`src/rtl/traffic_pkg.sv`:
```
// Shared types and constants for the traffic-light phase sequencer.
// Phase enum, lamp encodings {red, yellow, green} and phase-order helpers.
package traffic_pkg;

    typedef enum logic [1:0] {
        IDLE   = 2'd0,
        RED    = 2'd1,
        GREEN  = 2'd2,
        YELLOW = 2'd3
    } phase_e;

    localparam logic [2:0] LIGHT_OFF    = 3'b000;
    localparam logic [2:0] LIGHT_RED    = 3'b100;
    localparam logic [2:0] LIGHT_YELLOW = 3'b010;
    localparam logic [2:0] LIGHT_GREEN  = 3'b001;

    localparam int MAX_PHASE_TIME = 19;

    function automatic phase_e nextPhase(input phase_e p);
        phase_e n;
        n = IDLE;
        case (p)
            RED:     n = GREEN;
            GREEN:   n = YELLOW;
            YELLOW:  n = RED;
            default: n = IDLE;
        endcase
        return n;
    endfunction

    function automatic logic [2:0] lightOf(input phase_e p);
        logic [2:0] l;
        l = LIGHT_OFF;
        case (p)
            RED:     l = LIGHT_RED;
            GREEN:   l = LIGHT_GREEN;
            YELLOW:  l = LIGHT_YELLOW;
            default: l = LIGHT_OFF;
        endcase
        return l;
    endfunction

endpackage

```
`src/rtl/traffic_countdown_tick_gen.sv`:
```
// Prescaler that divides the board clock down to the one-per-second tick.
// Clear forces it back to zero; hold freezes the count and masks the tick.
module tick_gen #(
    parameter int pTICK_DIV = 50_000_000
) (
    input  logic i_clk,
    input  logic i_rst,
    input  logic i_clear,
    input  logic i_hold,
    output logic o_tick
);

    localparam int CNT_W = (pTICK_DIV > 1) ? $clog2(pTICK_DIV) : 1;
    localparam logic [CNT_W-1:0] LAST = CNT_W'(pTICK_DIV - 1);
    localparam logic [CNT_W-1:0] ONE  = CNT_W'(1);

    logic [CNT_W-1:0] r_count;

    always_ff @(posedge i_clk) begin
        if (i_rst || i_clear) begin
            r_count <= '0;
        end else if (!i_hold) begin
            if (r_count == LAST) begin
                r_count <= '0;
            end else begin
                r_count <= r_count + ONE;
            end
        end
    end

    assign o_tick = (r_count == LAST) && !i_hold;

endmodule

```
`src/rtl/traffic_countdown.sv`:
```
// Traffic-light head sequencer: RED -> GREEN -> YELLOW -> RED, each phase
// counted down once per tick, with registered number/en/light/phase_done outputs.
module traffic_countdown
    import traffic_pkg::*;
#(
    parameter int pNUMBER_WIDTH = 5,
    parameter int pRED_TIME     = 15,
    parameter int pGREEN_TIME   = 12,
    parameter int pYELLOW_TIME  = 3,
    parameter int pTICK_DIV     = 50_000_000
) (
    input  logic                     i_clk,
    input  logic                     i_rst,
    input  logic                     i_start,
    input  logic                     i_stop,
    input  logic                     i_hold,
    output logic [pNUMBER_WIDTH-1:0] o_number,
    output logic                     o_en,
    output logic [2:0]               o_light,
    output logic                     o_phase_done
);

    localparam int MAX_BY_WIDTH = (2 ** pNUMBER_WIDTH) - 1;

    if (pRED_TIME < 1 || pRED_TIME > MAX_PHASE_TIME || pRED_TIME > MAX_BY_WIDTH ||
        pGREEN_TIME < 1 || pGREEN_TIME > MAX_PHASE_TIME || pGREEN_TIME > MAX_BY_WIDTH ||
        pYELLOW_TIME < 1 || pYELLOW_TIME > MAX_PHASE_TIME || pYELLOW_TIME > MAX_BY_WIDTH ||
        pTICK_DIV < 1) begin : gBadParams
        $fatal(1, "traffic_countdown: illegal phase duration or tick divider");
    end

    localparam logic [pNUMBER_WIDTH-1:0] LOAD_RED    = pNUMBER_WIDTH'(pRED_TIME - 1);
    localparam logic [pNUMBER_WIDTH-1:0] LOAD_GREEN  = pNUMBER_WIDTH'(pGREEN_TIME - 1);
    localparam logic [pNUMBER_WIDTH-1:0] LOAD_YELLOW = pNUMBER_WIDTH'(pYELLOW_TIME - 1);
    localparam logic [pNUMBER_WIDTH-1:0] NUM_ONE     = pNUMBER_WIDTH'(1);

    phase_e                     r_state;
    phase_e                     w_next_state;
    logic [pNUMBER_WIDTH-1:0]   r_number;
    logic [pNUMBER_WIDTH-1:0]   w_next_number;
    logic                       r_en;
    logic [2:0]                 r_light;
    logic                       r_phase_done;
    logic                       w_next_phase_done;
    logic                       w_tick;
    logic                       w_clear;

    // Prescaler sits at zero throughout IDLE so RED always starts a full tick period.
    assign w_clear = (r_state == IDLE);

    tick_gen #(
        .pTICK_DIV (pTICK_DIV)
    ) u_tick_gen (
        .i_clk   (i_clk),
        .i_rst   (i_rst),
        .i_clear (w_clear),
        .i_hold  (i_hold),
        .o_tick  (w_tick)
    );

    function automatic logic [pNUMBER_WIDTH-1:0] loadFor(input phase_e p);
        logic [pNUMBER_WIDTH-1:0] v;
        v = '0;
        case (p)
            RED:     v = LOAD_RED;
            GREEN:   v = LOAD_GREEN;
            YELLOW:  v = LOAD_YELLOW;
            default: v = '0;
        endcase
        return v;
    endfunction

    always_ff @(posedge i_clk) begin
        if (i_rst) begin
            r_state      <= IDLE;
            r_number     <= '0;
            r_en         <= 1'b0;
            r_light      <= LIGHT_OFF;
            r_phase_done <= 1'b0;
        end else begin
            r_state      <= w_next_state;
            r_number     <= w_next_number;
            r_en         <= (w_next_state != IDLE);
            r_light      <= lightOf(w_next_state);
            r_phase_done <= w_next_phase_done;
        end
    end

    // Hold needs no branch here: it already masks the tick, freezing everything.
    always_comb begin
        w_next_state      = r_state;
        w_next_number     = r_number;
        w_next_phase_done = 1'b0;
        case (r_state)
            IDLE: begin
                if (i_start && !i_stop) begin
                    w_next_state  = RED;
                    w_next_number = LOAD_RED;
                end
            end
            RED, GREEN, YELLOW: begin
                if (i_stop) begin
                    w_next_state  = IDLE;
                    w_next_number = '0;
                end else if (w_tick) begin
                    if (r_number != '0) begin
                        w_next_number = r_number - NUM_ONE;
                    end else begin
                        w_next_state      = nextPhase(r_state);
                        w_next_number     = loadFor(nextPhase(r_state));
                        w_next_phase_done = 1'b1;
                    end
                end
            end
            default: begin
                w_next_state  = IDLE;
                w_next_number = '0;
            end
        endcase
    end

    assign o_number     = r_number;
    assign o_en         = r_en;
    assign o_light      = r_light;
    assign o_phase_done = r_phase_done;

endmodule

```
`config.mk`:
```
export PLATFORM = sky130hd
export DESIGN_NAME = traffic_countdown
export DESIGN_NICKNAME = d
export VERILOG_FILES = /design/src/rtl/traffic_pkg.sv /design/src/rtl/traffic_countdown_tick_gen.sv /design/src/rtl/traffic_countdown.sv
export SDC_FILE = /design/constraint.sdc
export NUM_CORES = 1
export LEC_CHECK = 0
export ABC_AREA = 1
export CORE_MARGIN = 5
export CORE_UTILIZATION = 40
export CTS_BUF_LIST = sky130_fd_sc_hd__clkbuf_2
export DETAILED_ROUTE_END_ITERATION = 6
export SYNTH_ARGS = -nofsm -noshare
export SYNTH_HDL_FRONTEND = slang
export SYNTH_SLANG_ARGS = --single-unit
```
`constraint.sdc`:
```
create_clock -name i_clk -period 2 [get_ports i_clk]
set_input_delay 0.4 -clock i_clk [delete_from_list [all_inputs] [get_ports i_clk]]
set_output_delay 0.4 -clock i_clk [all_outputs]
set_load 0.01 [all_outputs]
```
==> summary.md <==
| Metric | Value |
|---|---|
| Initial Utilization | `0.415` |
| Worst slack, placed | `0.0516 ns` |
| Hold Crit Class | `flip-flop to flip-flop` |
| Initial antenna violation count | `0` |
| Buffer count from post-CTS setup fixing | `0` |
| Synth cell count leaders | `nand2_1, nor2_1, inv_1` |
| Crit path DAT | `1.40 ns` |
| Synth warn | `0` |
| N_diodes | `0` |
| Period minus WS final | `1.80 ns` |
| Least-Margin Pin Slew | `0.319 ns` |
| Post-synth EDFFs | `0` |
| Status | `complete, no violations` |
| Vias | `1815` |
| H-tree depth | `2` |
| Total Wirelength | `4290 um` |
| Clock Pin Slew Worst Setup and Hold Paths | `0.19 ns` |
| CP bufs+invs | `1` |
| Async S/R FF share, synth | `0` |
| Vias in the first global route | `1681` |
| Maximum buffer depth of the clock tree | `2` |
| Row cnt | `25` |
| Routed length per placed instance | `11.1 um` |
| Critical Path RT | `1.60 ns` |
| P&R area growth vs syn | `16.7%` |
| CP delay by family, top | `buffers and inverters` |
| Setup tns final | `0 ns` |
| Via-per-instance ratio | `4.68` |
| Tcrit/Tclk final | `0.898` |
| Peak Freq | `557 MHz` |
| Peak VDD IR | `0.324 mV` |
| Max FO, Critical Path | `5` |
| Crit Path Class | `flip-flop to output pin` |
| Placer Congestion | `0.803` |
| Synth Cell Area | `1990 um2` |
| Critical path endpoint category | `output pin` |
| TritonCTS Buffers | `5` |
| Metal-1 WL | `2210 um` |
| Main combinational cell family by area after synthesis | `simple AND/OR/NAND/NOR gates` |
| Post-synthesis compound-gate area fraction | `0.0699` |
| Sequential share of the synthesized area | `0.383` |
| Synth area leader | `dfxtp_1` |
| Synth Area in Adders | `0.0378` |
| Startpoint Class | `flip-flop` |
| Gr usage total | `0.143` |
| Die X | `80.5 um` |
| Clock sinks | `38` |
| Largest net degree at the start of global routing | `12` |
| Yosys top cell area share | `0.383` |
| Die height | `80.5 um` |
| TritonCTS clock tree | `done` |
| RSZ-0062 raised after global routing | `false` |
| #FFs+latches synth | `38` |
| DRC | `0` |
| DR WL met3 | `155 um` |
| Hold Slack | `0.482 ns` |
| DPL Wire Length | `3280 um` |
| Share of cells above drive strength 1 | `0.115` |
| Mux contribution to synthesized area | `0` |
| Initial drt markers | `77` |
| Detailed Routing Iterations Pass 1 | `4` |
| ANT nets after route | `0` |
| Critical-path cell list | `clkdlybuf4s50_1` |
| Post_cts resized | `0` |
| Congestion Overflow GR | `0` |
| Clock skew | `0.0258 ns` |
| Mapped Cells | `291` |
| Core area | `4790 um2` |
| Fin worst setup slack | `0.205 ns` |
| Top post-synthesis cells by area | `dfxtp_1, nand2_1, nor2_1` |
| CTS Hold Buffers Added | `0` |
| Post-layout net count | `332` |
| Synth Flop Type | `dfxtp_1` |
| P_leak | `0.000998 uW` |
| Max-cap violations | `0` |
| Synth Net Count | `302` |
| Max incr delay on CP | `0.57 ns` |
| Post-synthesis xor/xnor area fraction | `0.0441` |
| Final hold vios | `0` |
| Slew Viols, Final | `0` |
| Slowest CP cell | `clkdlybuf4s50_1` |
| Avg Cell Area, Syn | `6.83 um2` |
| Pwr/cell area | `557 nW/um2` |
| Num ports | `15` |
| Post-synth cell types | `27` |
| Top Layer Used | `met4` |
| Routed wl met2 | `1880 um` |
| Port Buffers | `14` |
| Post-synthesis simple-gate area fraction | `0.376` |
| Max_slew headroom | `0.787` |
| First-pass GRT wire length | `7200 um` |
| Die area | `6480 um2` |
| Final Setup Violations | `0` |
| Worst skew pair latency | `0.39 ns` |
| Clock root cell | `clkbuf_2` |
| Count leader, synth | `nand2_1` |
path summary, 6_finish.rpt:
check	slack, ns	cells after the start	startpoint	to
worst max-delay path	0.20	1	o_number[2]	o_number[2]
worst min-delay path	0.48	2	o_number[4]	o_number[4]
worst max register to register	0.26	10	o_number[0]	o_light[2]
worst min register to register	0.48	2	o_number[4]	o_number[4]
where the power goes:
| part | switching (uW) | leakage [uW] | internal [uW] | total, uW |
|---|---|---|---|---|
| Combinational | 102 | 0.000662 | 74.7 | 176 |
| Clock | 254 | 0.0000286 | 75.9 | 330 |
| Sequential | 13.2 | 0.000308 | 774 | 787 |
state kept, by name, indices dropped and copies added (netlist names):
signal / count
u_tick_gen.r_count: 26
o_light: 3
o_number: 5
o_phase_done: 1
o_en: 1
r_state: 2
worst min-delay path: stages, from the launching register on:
cell	delay [ns]
dfxtp_1	0.36
nand3_1	0.08
inv_1	0.03
cells in the final DEF (no fill, tap or decap), drive strengths merged:
master          n
a211o           1
a21oi          13
buf            11
clkbuf          5
clkdlybuf4s50  14
clkinv          2
dfxtp          38
ha              6
inv            45
nand2          69
nand3          17
nand3b          1
nand4           7
nor2           55
nor3           14
nor3b           1
o211ai          2
o21ai          10
xnor2           2
xor2            8
logic make-up after synthesis:
kind of cell | count (synthesis)
AO/OA/AOI/OAI | 26
XOR/XNOR | 10
adder cells (fa/ha/maj) | 6
buffers and inverters | 47
flip-flops | 38
AND/OR/NAND/NOR | 164
metal layers:
metal	track usage	vias up
met5	0	-
met4	0.0524	0
met2	0.228	24
li1	-	969
met3	0.0392	7
met1	0.183	815
area by class of cell:
class                      count  area, um2
timing repair buffer          25        223
tap                           67       83.8
sequential                    38        761
fill                         508       2460
inverter                      45        169
clock buffer                   5       25.0
clock inverter                 2       10.0
multi-input combinational    206       1050
metrics by stage:
step	power [uW]	cells	cell area (um2)	utilization
finish	1290	388	2320	0.485
global route	1370	388	2320	0.485
CTS	1310	388	2320	0.485
detailed placement	978	381	2290	0.478
global placement	979	381	2290	0.478
floorplan	910	291	1990	-
Power figures use the tool's default switching activity.
